$ cat src/rtl/cam_pixel_capture.sv
// cam_pixel_capture: DVP camera front end. Registers the camera bus once,
// tracks frame/line structure, and forwards the Y (luma) byte of each YUV422
// pixel pair to the downstream write FIFO. Frames that are short, carry a
// line-length error or would overflow the FIFO are abandoned and counted.
//
// Ports:
//   pixel_clk    capture clock (all logic on rising edge)
//   rst          synchronous, active-high reset
//   cam_vsync    frame sync, high during vertical blanking
//   cam_href     line valid, high while line bytes are present
//   cam_data     camera byte, Y first then chroma
//   fifo_full    full flag from the downstream write FIFO
//   word_out     luma word to the FIFO
//   we           write strobe, one cycle per forwarded pixel
//   frame_active high while the current frame is being forwarded
//   frame_done   one-cycle pulse after the last line of a complete frame
//   line_err     one-cycle pulse on a line-length mismatch
//   drop_count   saturating count of discarded frames
//
// Build option: define CAPTURE_DECIMATE_EN for 2x2 decimation (only even
// pixels of even lines are written; length checks still use full lines).
module cam_pixel_capture #(
  parameter int unsigned WORD_WIDTH    = 8,
  parameter int unsigned IMG_WIDTH     = 640,
  parameter int unsigned IMG_HEIGHT    = 480,
  parameter int unsigned DROP_CNT_BITS = 16
) (
  input  logic                     pixel_clk,
  input  logic                     rst,
  input  logic                     cam_vsync,
  input  logic                     cam_href,
  input  logic [WORD_WIDTH-1:0]    cam_data,
  input  logic                     fifo_full,
  output logic [WORD_WIDTH-1:0]    word_out,
  output logic                     we,
  output logic                     frame_active,
  output logic                     frame_done,
  output logic                     line_err,
  output logic [DROP_CNT_BITS-1:0] drop_count
);

  localparam int unsigned COL_W = $clog2(IMG_WIDTH + 1);
  localparam int unsigned ROW_W = $clog2(IMG_HEIGHT + 1);
  localparam logic [COL_W-1:0] COL_MAX = COL_W'(IMG_WIDTH);
  localparam logic [ROW_W-1:0] ROW_MAX = ROW_W'(IMG_HEIGHT);

  localparam logic [1:0] SYNC      = 2'd0;
  localparam logic [1:0] WAIT_LINE = 2'd1;
  localparam logic [1:0] LINE      = 2'd2;
  localparam logic [1:0] DROP      = 2'd3;

  logic                     vsync_in_q, vsync_in_d;
  logic                     vsync_prev_q, vsync_prev_d;
  logic                     href_in_q, href_in_d;
  logic                     href_prev_q, href_prev_d;
  logic [WORD_WIDTH-1:0]    data_in_q, data_in_d;
  logic                     full_in_q, full_in_d;

  logic [1:0]               state_q, state_d;
  logic [COL_W-1:0]         col_q, col_d;
  logic [ROW_W-1:0]         row_q, row_d;
  logic                     phase_q, phase_d;
  logic                     over_q, over_d;

  logic [WORD_WIDTH-1:0]    word_out_q, word_out_d;
  logic                     we_q, we_d;
  logic                     frame_active_q, frame_active_d;
  logic                     frame_done_q, frame_done_d;
  logic                     line_err_q, line_err_d;
  logic [DROP_CNT_BITS-1:0] drop_count_q, drop_count_d;

  logic                     vs_rise, vs_fall, href_rise, line_start;
  logic                     byte_valid, write_pix, inc_drop;
  logic [COL_W-1:0]         cur_col;
  logic                     cur_phase, cur_over;

  always_comb begin
    vsync_in_d   = cam_vsync;
    vsync_prev_d = vsync_in_q;
    href_in_d    = cam_href;
    href_prev_d  = href_in_q;
    data_in_d    = cam_data;
    full_in_d    = fifo_full;

    state_d        = state_q;
    col_d          = col_q;
    row_d          = row_q;
    phase_d        = phase_q;
    over_d         = over_q;
    word_out_d     = word_out_q;
    we_d           = 1'b0;
    frame_active_d = frame_active_q;
    frame_done_d   = 1'b0;
    line_err_d     = 1'b0;
    inc_drop       = 1'b0;

    vs_rise    = vsync_in_q & ~vsync_prev_q;
    vs_fall    = ~vsync_in_q & vsync_prev_q;
    href_rise  = href_in_q & ~href_prev_q;
    line_start = (state_q == WAIT_LINE) && href_rise && !vs_rise;

    // The href rising edge already carries the first Y byte, so it is
    // consumed in the same cycle as if LINE had been entered with col=0,
    // byte_phase=0.
    byte_valid = line_start || ((state_q == LINE) && href_in_q);
    cur_col    = (state_q == LINE) ? col_q   : '0;
    cur_phase  = (state_q == LINE) ? phase_q : 1'b0;
    cur_over   = (state_q == LINE) ? over_q  : 1'b0;

`ifdef CAPTURE_DECIMATE_EN
    write_pix = ~cur_col[0] & ~row_q[0];
`else
    write_pix = 1'b1;
`endif

    case (state_q)
      SYNC: begin
        if (vs_fall) begin
          state_d        = WAIT_LINE;
          row_d          = '0;
          frame_active_d = 1'b1;
        end
      end
      WAIT_LINE: begin
        if (vs_rise) begin
          // Short frame: vsync already rose, so no DROP wait is needed.
          inc_drop       = 1'b1;
          frame_active_d = 1'b0;
          state_d        = SYNC;
        end else if (line_start) begin
          state_d = LINE;
        end
      end
      LINE: begin
        if (!href_in_q) begin
          if (col_q != COL_MAX || over_q) begin
            line_err_d     = 1'b1;
            inc_drop       = 1'b1;
            frame_active_d = 1'b0;
            state_d        = DROP;
          end else begin
            row_d = row_q + ROW_W'(1);
            if (row_q + ROW_W'(1) == ROW_MAX) begin
              frame_done_d   = 1'b1;
              frame_active_d = 1'b0;
              state_d        = SYNC;
            end else begin
              state_d = WAIT_LINE;
            end
          end
        end
      end
      default: begin
        if (vs_rise) state_d = SYNC;
      end
    endcase

    if (byte_valid) begin
      phase_d = ~cur_phase;
      col_d   = cur_col;
      over_d  = cur_over;
      if (!cur_phase) begin
        if (cur_col >= COL_MAX) begin
          over_d = 1'b1;
        end else begin
          col_d = cur_col + COL_W'(1);
          if (write_pix) begin
            if (full_in_q) begin
              inc_drop       = 1'b1;
              frame_active_d = 1'b0;
              state_d        = DROP;
            end else begin
              we_d       = 1'b1;
              word_out_d = data_in_q;
            end
          end
        end
      end
    end

    drop_count_d = drop_count_q;
    if (inc_drop && (drop_count_q != '1)) drop_count_d = drop_count_q + DROP_CNT_BITS'(1);
  end

  always_ff @(posedge pixel_clk) begin
    if (rst) begin
      vsync_in_q     <= 1'b0;
      vsync_prev_q   <= 1'b0;
      href_in_q      <= 1'b0;
      href_prev_q    <= 1'b0;
      data_in_q      <= '0;
      full_in_q      <= 1'b0;
      state_q        <= SYNC;
      col_q          <= '0;
      row_q          <= '0;
      phase_q        <= 1'b0;
      over_q         <= 1'b0;
      word_out_q     <= '0;
      we_q           <= 1'b0;
      frame_active_q <= 1'b0;
      frame_done_q   <= 1'b0;
      line_err_q     <= 1'b0;
      drop_count_q   <= '0;
    end else begin
      vsync_in_q     <= vsync_in_d;
      vsync_prev_q   <= vsync_prev_d;
      href_in_q      <= href_in_d;
      href_prev_q    <= href_prev_d;
      data_in_q      <= data_in_d;
      full_in_q      <= full_in_d;
      state_q        <= state_d;
      col_q          <= col_d;
      row_q          <= row_d;
      phase_q        <= phase_d;
      over_q         <= over_d;
      word_out_q     <= word_out_d;
      we_q           <= we_d;
      frame_active_q <= frame_active_d;
      frame_done_q   <= frame_done_d;
      line_err_q     <= line_err_d;
      drop_count_q   <= drop_count_d;
    end
  end

  assign word_out     = word_out_q;
  assign we           = we_q;
  assign frame_active = frame_active_q;
  assign frame_done   = frame_done_q;
  assign line_err     = line_err_q;
  assign drop_count   = drop_count_q;

endmodule
$ cat config.mk
export PLATFORM = sky130hd
export DESIGN_NAME = cam_pixel_capture
export DESIGN_NICKNAME = d
export VERILOG_FILES = /design/src/rtl/cam_pixel_capture.sv
export SDC_FILE = /design/constraint.sdc
export NUM_CORES = 1
export LEC_CHECK = 0
export ABC_AREA = 1
export CORE_ASPECT_RATIO = 1.25
export CORE_MARGIN = 2
export CORE_UTILIZATION = 50
export DETAILED_ROUTE_END_ITERATION = 10
export PLACE_DENSITY = 0.73
export SLEW_MARGIN = 20
export SYNTH_ARGS = -nofsm -noshare
export SYNTH_HDL_FRONTEND = slang
export SYNTH_SLANG_ARGS = --single-unit
$ cat constraint.sdc
create_clock -name pixel_clk -period 2.6 [get_ports pixel_clk]
set_clock_uncertainty 0.05 [all_clocks]
set_input_delay 0.78 -clock pixel_clk [delete_from_list [all_inputs] [get_ports pixel_clk]]
set_output_delay 0.78 -clock pixel_clk [all_outputs]
set_load 0.03 [all_outputs]
==> results of run 1 <==
[what timing repair did]
action	CTS	global route
hold endpoints to repair	0	0
buffers inserted	0	0
setup endpoints to repair	0	3
resized for setup	0	2
[cells by family after synthesis]
kind of cell | synth area share, %
simple gates | 30.7
buf+inv | 9.87
compound gates | 14.2
flops | 38.3
xor+xnor | 3.66
fa+ha+maj | 2.99
mux | 0.299
[through the flow]
stage | area, µm² | util, % | power [W]
finish | 4040 | 61.9 | 0.00250
global route | 4040 | 61.9 | 0.00265
CTS | 4040 | 61.9 | 0.00253
detailed placement | 3810 | 58.5 | 0.00157
global placement | 3810 | 58.5 | 0.00155
floorplan | 3350 | - | 0.00145
[power by group through the flow]
stage	registers, W	clock network [W]	logic (W)
after floorplan	0.00115	0	0.000294
after global placement	0.00113	0	0.000417
after detailed placement	0.00114	0	0.000429
after CTS	0.00112	0.000980	0.000431
after global routing	0.00113	0.00103	0.000490
final	0.00112	0.000954	0.000432
[layer usage]
metal | wire length [µm] | vias up | track usage (%)
met2 | 3820 | 63 | 38.7
met5 | 0 | - | 0
met1 | 3150 | 1373 | 23.1
li1 | - | 1557 | -
met3 | 269 | 12 | 5.02
met4 | 168 | 0 | 11.2
[state kept, by name (all words and copies together), names as in the netlist]
signal	flops
col_q	10
frame_done	1
frame_active	1
href_in_q	1
full_in_q	1
data_in_q	8
state_q	2
line_err	1
href_prev_q	1
drop_count	16
we	1
vsync_in_q	1
row_q	9
over_q	1
phase_q	1
vsync_prev_q	1
word_out	8
[worst register-to-register path, stage by stage (launching register included)]
cell and delay (ns):
dfxtp_1 0.35, inv_1 0.16, ha_2 0.34, nand2_1 0.14
inv_1 0.08, ha_1 0.16, nand3_1 0.08, inv_1 0.08
nand3_1 0.06, nor3_1 0.31, nand4_1 0.17, nand2_1 0.10
nand2_1 0.05, nor2_1 0.08
[path summary, 6_finish.rpt]
check	to	slack (ns)	from
hold reg to reg	vsync_prev_q$_SDFF_PP0_	0.39	vsync_in_q$_SDFF_PP0_
setup reg to reg	col_q[8]$_SDFFE_PP0N_	0.34	state_q[0]$_SDFF_PP0_
hold / removal	vsync_prev_q$_SDFF_PP0_	0.39	vsync_in_q$_SDFF_PP0_
setup / recovery	drop_count[11]	0.23	drop_count[11]$_SDFFE_PP0P_
[area by class of cell]
cell class                 count  area (µm²)
fill                         584        2480
tap                           87         109
clock inverter                 7         101
inverter                      63         241
timing repair buffer          46         445
clock buffer                   9         124
sequential                    64        1280
multi-input combinational    315        1740
[cell usage after synthesis, types with 3 or more instances]
library cell   n
nand2_1       83
dfxtp_1       64
inv_1         58
nor2_1        57
nand3_1       37
a21oi_1       25
o21ai_0       17
a21oi_2       12
nand2_2       11
nor3_1        10
ha_1           8
clkbuf_1       7
xnor2_1        7
xor2_1         7
nand4_1        6
a22oi_1        5
inv_2          4
o21bai_1       4
nand2_4        3
nand2_8        3
==> impl_metrics.tcl, run 1 <==
set metrics [dict create \
    power_report.internal_total_w 0.00176 \
    critPathMaxFanout 6 \
    die_x_um 77.2 \
    first_global_vias 2873 \
    p_leak_nw 1.62 \
    final_cells 591 \
    cts_root_buffer "clkbuf_8" \
    cts_hold_buf 0 \
    synth_cells 455 \
    yosysSeqAreaShare_pct 38.3 \
    start_util_pct 51.3 \
    path_clk_slew_ns 0.07 \
    seq_power_share_pct 44.6 \
    layout_common_cells "nand2_1, dfxtp_1, inv_1, nor2_1, clkdlybuf4s50_1" \
    globalRouteOverflowTotal 0 \
    end_kind "output port" \
    irDropWorstVdd_v 0.000420 \
    routed_wl_mm 7.40 \
    period_minus_slack_ns 2.37 \
    num_rows 33 \
    final_nets 520 \
    gp_congestion 0.839 \
    rr_worst_depth 13 \
    vias 3005 \
    rsz0062_at_grt "false" \
    power.share.clock_pct 38.1 \
    slew_violations 0 \
    placed_cells 575 \
    final-setup-viol-count 0 \
    yosys.cell_types.count 41 \
    grt_first_pass_wirelength_mm 12.5 \
    cp-start-kind "flip-flop" \
    pre_cts_slack_ns 0.249 \
    grt_antenna_before_repair 0 \
    first_iter_violations 110 \
    yosysTopAreaCellShare_pct 38.3 \
    yosysTopAreaCell "dfxtp_1" \
    worst-path-buf-inv 1 \
    min_path_cells 2 \
    grt_use_total_pct 21.3 \
    routed_via_density 5.08 \
    layout-drive-gt1-share_pct 12.7 \
    final_common_cell "nand2_1" \
    yosys_most_used_dff "dfxtp_1" \
    max_slew_margin_pct 75.9 \
    worstPathCellList "clkdlybuf4s50_1" \
    cap_violations 0 \
    clock_sinks 64 \
    ant_nets 0 \
    tritoncts "built" \
    fin_crit_sh_pct 91.0 \
    drt-wirelength-per-cell_um 12.5 \
    final_hold_viol_count 0 \
    crit_cells 1 \
    outcome "completed" \
    synth-edff-count 0 \
    p_switching_w 0.000739 \
    critical_path_required_ns 1.77 \
    design.die.area_um2 7370 \
    design.core.area_um2 6520 \
    ys_async_sr_fraction_pct 0 \
    area_growth_pct 20.7 \
    die_y_um 95.5 \
    cpPeakStageDelay_ns 0.73 \
    cts-buffers-inserted 9 \
    switching_share_pct 29.5 \
    synthesis.area_um2 3350 \
    timing.fmax_mhz 423 \
    synth_area_leaders "dfxtp_1, nand2_1, inv_1" \
    power_density_nw_per_um2 619 \
    fin_hold_ws_ns 0.393 \
    cts_buffer_depth 2 \
    synth.avg_cell_area_um2 7.36 \
    synth_nets 476 \
    comb_power_share_pct 17.2 \
    critPathTopFamily "buffers and inverters" \
    dr.pass1.iters 5 \
    yosys_warnings 0 \
    fin_ws_ns 0.234 \
    n_antenna_cell 0 \
    fin_setup_tns_ns 0 \
    worstMarginPinSlew_ns 0.360 \
    grt_max_degree 26 \
    yosys_register_bits 64 \
    io_pins 41 \
    critPathArrivalTime_ns 1.54 \
    drc 0 \
    path_class "flip-flop to output port" \
    htree_levels 3 \
    critical_path.slowest_cell "clkdlybuf4s50_1" \
    worstSkewPairLatency_ns 0.34 \
    port_buffers 40 \
    hpwl_mm 5.32 \
    hold_path.class "flip-flop to flip-flop" \
]
(Power assumes the default switching activity.)
==> inputs of run 2 (changes only) <==
Settings changed: SKIP_LAST_GASP set to 1.
==> results of run 2 <==
Same layout as run 1: the final DEF is identical, and so are final timing and power.
==> inputs of run 3 (changes only) <==
Clock period 2.6 ns to 2.2 ns, I/O delays scaled along.
==> run 3 against run 2 <==
  * Worst setup slack lost 0.17 ns
  * First-iteration DRC count increased by 10%
  * Worst hold slack worse by 0.0098 ns
  * Critical endpoint is now drop_count[1]
  * Clock-buffer cell count unchanged
  * Non-clock buffer count grew 10
  * Highest routed layer unchanged
  * Critical path type unchanged
==> impl_metrics.tcl, run 3 (synthesis gave the netlist of run 1 again) <==
set metrics [dict create \
    outcome "completed" \
    fill_cells 615 \
    critical_path.slowest_cell "clkdlybuf4s50_1" \
    worst-path-buf-inv 1 \
    end_kind "output port" \
    die_x_um 77.2 \
    slew_violations 0 \
    rsz0062_at_grt "false" \
    crit_cells 1 \
    cpPeakStageDelay_ns 0.69 \
    cap_violations 0 \
    final-setup-viol-count 0 \
    routed_wl_mm 7.46 \
    design.core.area_um2 6520 \
    final-seq-area_um2 1280 \
    cts_buffer_depth 2 \
    pre_cts_slack_ns 0.0644 \
    start_util_pct 51.3 \
    final_common_cell "nand2_1" \
    globalRouteOverflowTotal 0 \
    gp_congestion 0.860 \
    critPathMaxFanout 4 \
    drt-wirelength-per-cell_um 12.4 \
    reg2reg_slack_ns 0.21 \
    timing.fmax_mhz 469 \
    drc 0 \
    final_nets 530 \
    fin_util_pct 63.9 \
    num_rows 33 \
    routed_via_density 5.08 \
    critPathArrivalTime_ns 1.42 \
    fin_ws_ns 0.0688 \
    path_clk_slew_ns 0.08 \
    ant_nets 0 \
    clock_sinks 64 \
    max_slew_margin_pct 76.8 \
    vias 3053 \
    fin_crit_sh_pct 96.9 \
    rr_worst_depth 8 \
    hold_path.class "flip-flop to flip-flop" \
    hpwl_mm 5.27 \
    worstMarginPinSlew_ns 0.348 \
    period_minus_slack_ns 2.13 \
    cts_root_buffer "clkbuf_8" \
    fin_hold_ws_ns 0.384 \
    worstSkewPairLatency_ns 0.35 \
    p_leak_nw 1.82 \
    cts-buffers-inserted 9 \
    irDropWorstVdd_v 0.000391 \
    fin_setup_tns_ns 0 \
    io_pins 41 \
    worstPathCellList "clkdlybuf4s50_1" \
    min_path_cells 2 \
    tritoncts "built" \
    multi_input_area_um2 1750 \
    die_y_um 95.5 \
    critical_path_required_ns 1.49 \
    design.die.area_um2 7370 \
    grt_antenna_before_repair 0 \
    cp-start-kind "flip-flop" \
    first_global_vias 2944 \
    largest_register_ffs 16 \
    area_growth_pct 24.5 \
    grt_first_pass_wirelength_mm 12.7 \
    critPathTopFamily "buffers and inverters" \
    final_hold_viol_count 0 \
    path_class "flip-flop to output port" \
    first_iter_violations 121 \
    grt_max_degree 33 \
    n_antenna_cell 0 \
    grt_use_total_pct 21.5 \
    power_density_nw_per_um2 750 \
    htree_levels 3 \
    layout_common_cells "nand2_1, dfxtp_1, inv_1, nor2_1, nand3_1" \
    port_buffers 40 \
    layout-drive-gt1-share_pct 14.4 \
    dr.pass1.iters 4 \
]
-- run 3: changes by cell type in the layout (fill, tap and decap cells not counted), sizes merged --
cell,before,now
dlymetal6s2s,0,5
clkinv,1,2
clkinvlp,2,0
dlygate4sd2,0,7
bufinv,2,3
clkdlybuf4s50,40,28
buf,6,16
-- run 3: tightest hold or removal path, cell delays in order (launching register included) --
cell and delay [ns]:
dfxtp_1 0.31, inv_2 0.06, nor2_1 0.04
-- run 3: path summary, 6_finish.rpt --
check,endpoint,start
worst min-delay path,vsync_prev_q$_SDFF_PP0_,vsync_in_q$_SDFF_PP0_
worst max-delay path,drop_count[1],drop_count[1]$_SDFFE_PP0P_
worst max register to register,word_out[3]$_SDFFE_PP0P_,state_q[1]$_SDFF_PP0_
worst min register to register,vsync_prev_q$_SDFF_PP0_,vsync_in_q$_SDFF_PP0_
-- run 3: final cells by class --
type	count	area share, %
well taps	87	2.61
repair buffers	56	12.9
inverters	63	5.79
multi-input cells	315	42.0
clock buffers	9	2.97
flip-flops and latches	64	30.7
clock inverters	7	3.06
-- run 3: routing by layer --
layer / wire, µm / track usage (%) / vias to the layer above
met5: 0 / 0 / -
met4: 160 / 11.2 / 0
met3: 310 / 4.73 / 15
met2: 3790 / 38.8 / 76
met1: 3210 / 23.9 / 1390
li1: - / - / 1572
-- run 3: metrics by stage --
stage	instance area, µm²	total power (W)	std cells
final	4170	0.00313	601
after global routing	4170	0.00328	601
after CTS	4140	0.00314	601
after detailed placement	3900	0.00186	585
after global placement	3900	0.00185	585
after floorplan	3350	0.00171	455
-- run 3: repair_timing --
action / in CTS / in global routing
endpoints found under the setup margin: 7 / 34
hold buffers: 0 / 0
pin swaps: 0 / 0
gates resized for setup: 7 / 8
buffers inserted: 0 / 0
-- run 3: where the power goes --
part | internal (W) | switching, W
Sequential | 0.00125 | 0.0000756
Clock | 0.000768 | 0.000506
Combinational | 0.000206 | 0.000326
